File: config.mk
export PLATFORM = sky130hd
export DESIGN_NAME = inert_spi_seq
export DESIGN_NICKNAME = d
export VERILOG_FILES = /design/src/rtl/inert_spi_seq.sv
export SDC_FILE = /design/constraint.sdc
export NUM_CORES = 1
export LEC_CHECK = 0
export BUFFER_PORTS_ARGS = -buffer_cell sky130_fd_sc_hd__buf_2
export CORE_MARGIN = 1
export CORE_UTILIZATION = 30
export CTS_BUF_LIST = sky130_fd_sc_hd__clkbuf_8 sky130_fd_sc_hd__clkbuf_16
export CTS_CLUSTER_SIZE = 10
export DETAILED_ROUTE_END_ITERATION = 8
export SLEW_MARGIN = 10
export SYNTH_ARGS = -nofsm -noshare
export SYNTH_HDL_FRONTEND = slang
export SYNTH_SLANG_ARGS = --single-unit
File: constraint.sdc
create_clock -name clk -period 3.5 [get_ports clk]
set_input_delay 0 -clock clk [delete_from_list [all_inputs] [get_ports clk]]
set_output_delay 0 -clock clk [all_outputs]
set_load 0.03 [all_outputs]
File: src/rtl/inert_spi_seq.sv
// -----------------------------------------------------------------------------
// inert_spi_seq
//   SPI transaction sequencer for the inertial sensor path. After reset it
//   waits out the sensor power-up time and writes the gyro configuration
//   table. It then services the data-ready INT line with two yaw register
//   reads and assembles a signed 16-bit yaw rate.
//
// Ports
//   clk        system clock
//   rst_n      asynchronous active-low reset
//   INT        gyro data-ready (asynchronous, active high)
//   done       SPI_mnrch transaction-complete pulse, resp valid
//   resp       SPI_mnrch returned word, read data in [7:0]
//   snd        one-cycle pulse starting a SPI transaction
//   cmd        SPI command word, stable from snd until done
//   yaw_rt     assembled yaw rate {high byte, low byte}
//   vld        one-cycle pulse, yaw_rt updated
//   init_done  sticky flag, configuration table written
// -----------------------------------------------------------------------------
module inert_spi_seq #(
  parameter bit FAST_SIM = 1'b0
) (
  input  logic        clk,
  input  logic        rst_n,
  input  logic        INT,
  input  logic        done,
  input  logic [15:0] resp,
  output logic        snd,
  output logic [15:0] cmd,
  output logic [15:0] yaw_rt,
  output logic        vld,
  output logic        init_done
);

  typedef enum logic [2:0] {
    RST_WAIT, CFG, CFG_WAIT, IDLE, RD_L, RD_L_WAIT, RD_H, RD_H_WAIT
  } state_t;

  localparam logic [15:0] RD_L_CMD = 16'hA600;
  localparam logic [15:0] RD_H_CMD = 16'hA700;

  state_t      state, nxt;
  logic [15:0] tmr;
  logic        tmr_exp;
  logic [1:0]  idx, idx_nxt;
  logic        INT_ff1, INT_ff2;
  logic [7:0]  low_byte;
  logic        snd_nxt;
  logic [15:0] cmd_nxt;

  function automatic logic [15:0] cfg_word(input logic [1:0] i);
    case (i)
      2'd0:    cfg_word = 16'h0D02;  // INT enable on data ready
      2'd1:    cfg_word = 16'h1053;  // accel ODR
      2'd2:    cfg_word = 16'h1150;  // gyro ODR
      default: cfg_word = 16'h1460;  // rounding
    endcase
  endfunction

  assign tmr_exp = FAST_SIM ? (&tmr[8:0]) : (&tmr);

  // INT is asynchronous to clk; only the second flop is ever observed.
  always_ff @(posedge clk or negedge rst_n)
    if (!rst_n) begin
      INT_ff1 <= 1'b0;
      INT_ff2 <= 1'b0;
    end else begin
      INT_ff1 <= INT;
      INT_ff2 <= INT_ff1;
    end

  // Power-up timer: runs only while waiting, freezes at expiry.
  always_ff @(posedge clk or negedge rst_n)
    if (!rst_n)                          tmr <= '0;
    else if (state == RST_WAIT && !tmr_exp) tmr <= tmr + 16'd1;

  always_ff @(posedge clk or negedge rst_n)
    if (!rst_n) begin
      state <= RST_WAIT;
      idx   <= '0;
    end else begin
      state <= nxt;
      idx   <= idx_nxt;
    end

  always_comb begin
    nxt     = state;
    idx_nxt = idx;
    case (state)
      RST_WAIT:  if (tmr_exp) nxt = CFG;
      CFG:       nxt = CFG_WAIT;
      CFG_WAIT:
        if (done) begin
          if (idx != 2'd3) begin
            idx_nxt = idx + 2'd1;
            nxt     = CFG;
          end else begin
            nxt = IDLE;
          end
        end
      IDLE:      if (INT_ff2) nxt = RD_L;
      RD_L:      nxt = RD_L_WAIT;
      RD_L_WAIT: if (done) nxt = RD_H;
      RD_H:      nxt = RD_H_WAIT;
      RD_H_WAIT: if (done) nxt = IDLE;
      default:   nxt = RST_WAIT;
    endcase
  end

  // snd/cmd are decoded from the next state and registered, so snd is high
  // exactly for the single cycle spent in CFG/RD_L/RD_H and cmd only changes
  // when a new transaction starts.
  always_comb begin
    snd_nxt = 1'b0;
    cmd_nxt = cmd;
    case (nxt)
      CFG:     begin snd_nxt = 1'b1; cmd_nxt = cfg_word(idx_nxt); end
      RD_L:    begin snd_nxt = 1'b1; cmd_nxt = RD_L_CMD;          end
      RD_H:    begin snd_nxt = 1'b1; cmd_nxt = RD_H_CMD;          end
      default: ;
    endcase
  end

  always_ff @(posedge clk or negedge rst_n)
    if (!rst_n) begin
      snd <= 1'b0;
      cmd <= 16'h0000;
    end else begin
      snd <= snd_nxt;
      cmd <= cmd_nxt;
    end

  always_ff @(posedge clk or negedge rst_n)
    if (!rst_n) begin
      low_byte  <= 8'h00;
      yaw_rt    <= 16'h0000;
      vld       <= 1'b0;
      init_done <= 1'b0;
    end else begin
      vld <= 1'b0;
      if (state == RD_L_WAIT && done) low_byte <= resp[7:0];
      if (state == RD_H_WAIT && done) begin
        yaw_rt <= {resp[7:0], low_byte};
        vld    <= 1'b1;
      end
      if (state == CFG_WAIT && done && idx == 2'd3) init_done <= 1'b1;
    end

endmodule

# After elaboration in Yosys (flattened, before gate mapping)
# Cells that the tools add are included.
# W data, S select, Z words.
# totals
word_cells,52
in_bits,20
out_inout_bits,35
regBits,66
# op_classes
n_eq_ne,14
muxes,14
add_sub_neg,2
n_reduce_logical,11
# op_table
op,count
$pmux W16 S3,1
$pmux W13 S3,1
$pmux W3 S8,1
$eq A3 B3 Y1 const B,6
$add A16 B1 Y16 const B,1
$reduce_and A16 Y1,1
$mux W3,5
$mux W2,4
$eq A3 B1 Y1 const B,2
$eq A3 B2 Y1 const B,2
$logic_and A1 B1 Y1,5
$eq A2 B2 Y1 const B,2
$logic_not A3 Y1,1
$reduce_bool A3 Y1,1
$reduce_or A3 Y1,1
$add A2 B1 Y2 const B,1
$eq A2 B1 Y1 const B,1
$logic_not A2 Y1,1
$mux W1,2
$ne A2 B2 Y1 const B,1
$logic_not A1 Y1,1

# Depth between registers and ports, before layout
# logic_depth
word_depth,7
ltp_mapped,10
ltp_nobuf,9

# Least setup slack after synthesis
# No wires, ideal clock.
# synth_path
path_type,reg-to-reg
start,reg state[1]
end,reg cmd[8]
path_buffers,1
arrival_time_ns,1.805
setup_time_ns,0.148
synth_period_minus_slack_ns,1.953
slack_ns,1.547
required_time_ns,3.352
stages_incl_launch_ff,10
cell_sequence,dfrtp_1 clkbuf_1 and4bb_2 nor2_1 or2_2 ha_1 nor2_1 nand2_1 a211oi_1 a311oi_1
# synth_via
elab_chain_len,5
elab_cells_between_ends,24
classes_between,eq/ne: 12; mux: 9; reduce/logical: 3
# synth_rtl
element,line,source
from (decl),42,"state_t state, nxt;"
from (signal assigned),82,state <= nxt;
$eq A3 B2 Y1,89,case (state)
$mux W2,89,
"$eq A2 B2 Y1, or another cell as far along",52,case (i)
$pmux W13 S3,52,
$pmux W16 S3,116,case (nxt)
to (signal assigned),130,cmd <= cmd_nxt;
to (decl),29,"output logic [15:0] cmd,"
# Parallel ways exist; a longest one is shown, timed or not. The select of a mux whose other input is x is not followed.
# A chain may end at the register's enable or synchronous reset.

# Final worst setup path
# layout_path
start,reg state[1]
end,reg cmd[10]
# The elaborated chain is that of the path after synthesis.

==> results.sh <==
export IMPL_status="complete, no violations"
export IMPL_rsz0062_at_grt="false"
export IMPL_post_route_drc_count=0
export IMPL_wl_mm=4.78
export IMPL_initialDrtViolationCount=105
export IMPL_synth_xor_area_frac=0.0505
export IMPL_p_leak_uw=0.00166
export IMPL_layout_drive_gt1_share=0.241
export IMPL_yosysSeqAreaShare=0.567
export IMPL_clkSlewWorstSetupHoldPaths_ps=60
export IMPL_synth_adder_area_share=0.0240
export IMPL_clockBufferDepth=2
export IMPL_cp_required_ps=3720
export IMPL_synthCells=244
export IMPL_postRouteAntennaNets=0
export IMPL_track_usage=0.124
export IMPL_placed_cell_area_mm2=0.00288
export IMPL_synth_compound_area_share=0.0413
export IMPL_cap_violations=0
export IMPL_post_route_util=0.376
export IMPL_cts_setup_buffers=0
export IMPL_vias=1817
export IMPL_drt_first_pass_iters=4
export IMPL_synth_edf_count=0
export IMPL_synth_common_cells="62 x nand2_1, 59 x dfrtp_1, 14 x xor2_1"
export IMPL_die_w_um=95.2
export IMPL_clock_skew_ps=5.29
export IMPL_period_share=0.615
export IMPL_synth_ff_type="dfrtp_1"
export IMPL_setup_violations=0
export IMPL_dp_hpwl_mm=3.29
export IMPL_worst_slack_ps=1350
export IMPL_slew_viol_final=0
export IMPL_synth_top_cell_area_share=0.567
export IMPL_yosysWarnings=0
export IMPL_power_density_mw_per_mm2=820
export IMPL_routabilityCongestion=0.741
export IMPL_ir_drop_v=0.000344
export IMPL_layout_nets=321
export IMPL_hp_class="input port to flop"
export IMPL_portBuffers=42
export IMPL_root_buffer="clkbuf_8"
export IMPL_cts_tree="yes"
export IMPL_dieArea_mm2=0.00906
export IMPL_fin_area_mm2=0.00312
export IMPL_ys_types=44
export IMPL_cts_resized=0
export IMPL_final_setup_tns_ps=0
export IMPL_crit_type="flop to flop"
export IMPL_r2r_end="cmd[10]"
export IMPL_post_drt_wl_per_cell_um=11.8
export IMPL_r2r_cells=4
export IMPL_grt_overflow=0
export IMPL_timing_rr_start="state[1]"
export IMPL_worstSetupEndpointType="flop"
export IMPL_cts_sinks=59
export IMPL_die_h_um=95.2
export IMPL_synth_top_family_by_area="simple AND/OR/NAND/NOR gates"
export IMPL_syn_area_per_cell_um2=10.7
export IMPL_hold_path_end="state[0]"
export IMPL_path_max_fanout=12
export IMPL_fmax_mhz=465
export IMPL_dp_slack_ps=1340
export IMPL_viasPerCell=4.50
export IMPL_synth_simple_gate_area_frac=0.198
export IMPL_grt_pass1_vias=1800
export IMPL_grt_pass1_wl_mm=8.46
export IMPL_muxShareOfSynthArea=0.0678
export IMPL_yosys_top_cells_area="dfrtp_1 57%, nand2_1 8.9%, xor2_1 4.7%, mux2_2 3.9%, ha_1 2.4%"
export IMPL_htreeDepth=3
export IMPL_tightest_slew_ps=634
export IMPL_holdCritStartpoint="done"
export IMPL_diodes=0
export IMPL_syn_to_final_growth_pct=20.0
export IMPL_fin_crit_ps=2150
export IMPL_reg2reg_slack_ps=1350
export IMPL_numCtsBuffers=9
export IMPL_min_path_cells=3
export IMPL_synthArstFlopShare=1.00
export IMPL_cp_start_kind="flop"
export IMPL_netlist_area_mm2=0.00260
export IMPL_grt_max_degree=34
export IMPL_yosysMostFrequentCell="nand2_1"
export IMPL_slew_headroom=0.575
export IMPL_synth_area_leader_cell="dfrtp_1"
export IMPL_start_util=0.314
export IMPL_ctsHoldBuffers=10
export IMPL_clkLatencyLatePin_ps=330
export IMPL_io_pin_count=55
export IMPL_rows=33
export IMPL_synth_seq_cells=59
export IMPL_hold_viol=0
export IMPL_core_mm2=0.00830
export IMPL_arrival_ps=2370
export IMPL_antenna_found_initial=0
## cell families after synthesis
family | Yosys count
flip-flops | 59
buffers and inverters | 25
AO/OA/AOI/OAI | 14
multiplexers | 16
adder cells (fa/ha/maj) | 5
AND/OR/NAND/NOR | 109
other | 1
XOR/XNOR | 15
## through the flow
stage	total power, uW	hold slack [ps]	std cells
3_5_place_dp	2090	56.4	380
6_report	2560	67.7	404
5_1_grt	2750	125	404
2_1_floorplan	1830	-296	247
3_3_place_gp	2060	37.3	380
4_1_cts	2600	53.5	404
## area by class of cell
class	count	area (um2)
fill	834	5170
sequential	59	1480
multi-input combinational	163	1010
timing repair buffer	54	325
tap	105	131
clock buffer	9	124
inverter	9	33.8
clock inverter	5	25.0
## worst max-delay path, cell delays in order, from the launching register on
cell and delay (ps):
dfrtp_1 530, nand4b_1 510, nor2b_1 610, nand2b_1 120
mux2_4 270
## registers in the layout, summed over array words and instances (netlist names)
name       cells
INT_ff1        1
INT_ff2        1
cmd            9
idx            2
init_done      1
low_byte       8
snd            1
state          3
tmr           16
vld            1
yaw_rt        16
## cells in the final DEF, fill, tap and decap left out, types with 2 or more instances in the layout
cell | synthesis | final
and4bb_2 | 2 | 2
clkbuf_8 | 0 | 9
inv_1 | 8 | 10
nor3_1 | 10 | 10
xor2_1 | 14 | 14
ha_1 | 5 | 5
nor2_1 | 9 | 9
nand3_1 | 10 | 10
dlygate4sd3_1 | 0 | 10
a21oi_1 | 2 | 2
nand2_1 | 62 | 62
buf_4 | 7 | 2
mux2_2 | 9 | 9
mux2i_1 | 6 | 6
conb_1 | 1 | 4
dfrtp_1 | 59 | 59
clkinv_2 | 0 | 2
buf_2 | 2 | 42
and4_1 | 3 | 3
nand4_1 | 4 | 4
## worst max path at each step
stage / start / to / slack, ps / depth (start not counted)
after detailed placement: state[1] / cmd[10] / 1340 / 4
after floorplan: state[1] / cmd[8] / 1550 / 9
after global routing: state[1] / cmd[10] / 1140 / 4
final: state[1] / cmd[10] / 1350 / 4
after global placement: state[1] / cmd[10] / 1400 / 4
after CTS: state[1] / cmd[10] / 1320 / 4
## metal layers
metal | GRT usage | vias up | part of all wire
met5 | 0 | - | 0
met4 | 0.0795 | 0 | 0.027
met3 | 0.0279 | 12 | 0.033
met2 | 0.191 | 33 | 0.46
met1 | 0.156 | 866 | 0.48
li1 | - | 906 | -
## where the power goes
group          switching [uW]  internal [uW]
Clock                     247            240
Combinational             651            345
Sequential                162            917
(Power assumes the default switching activity.)
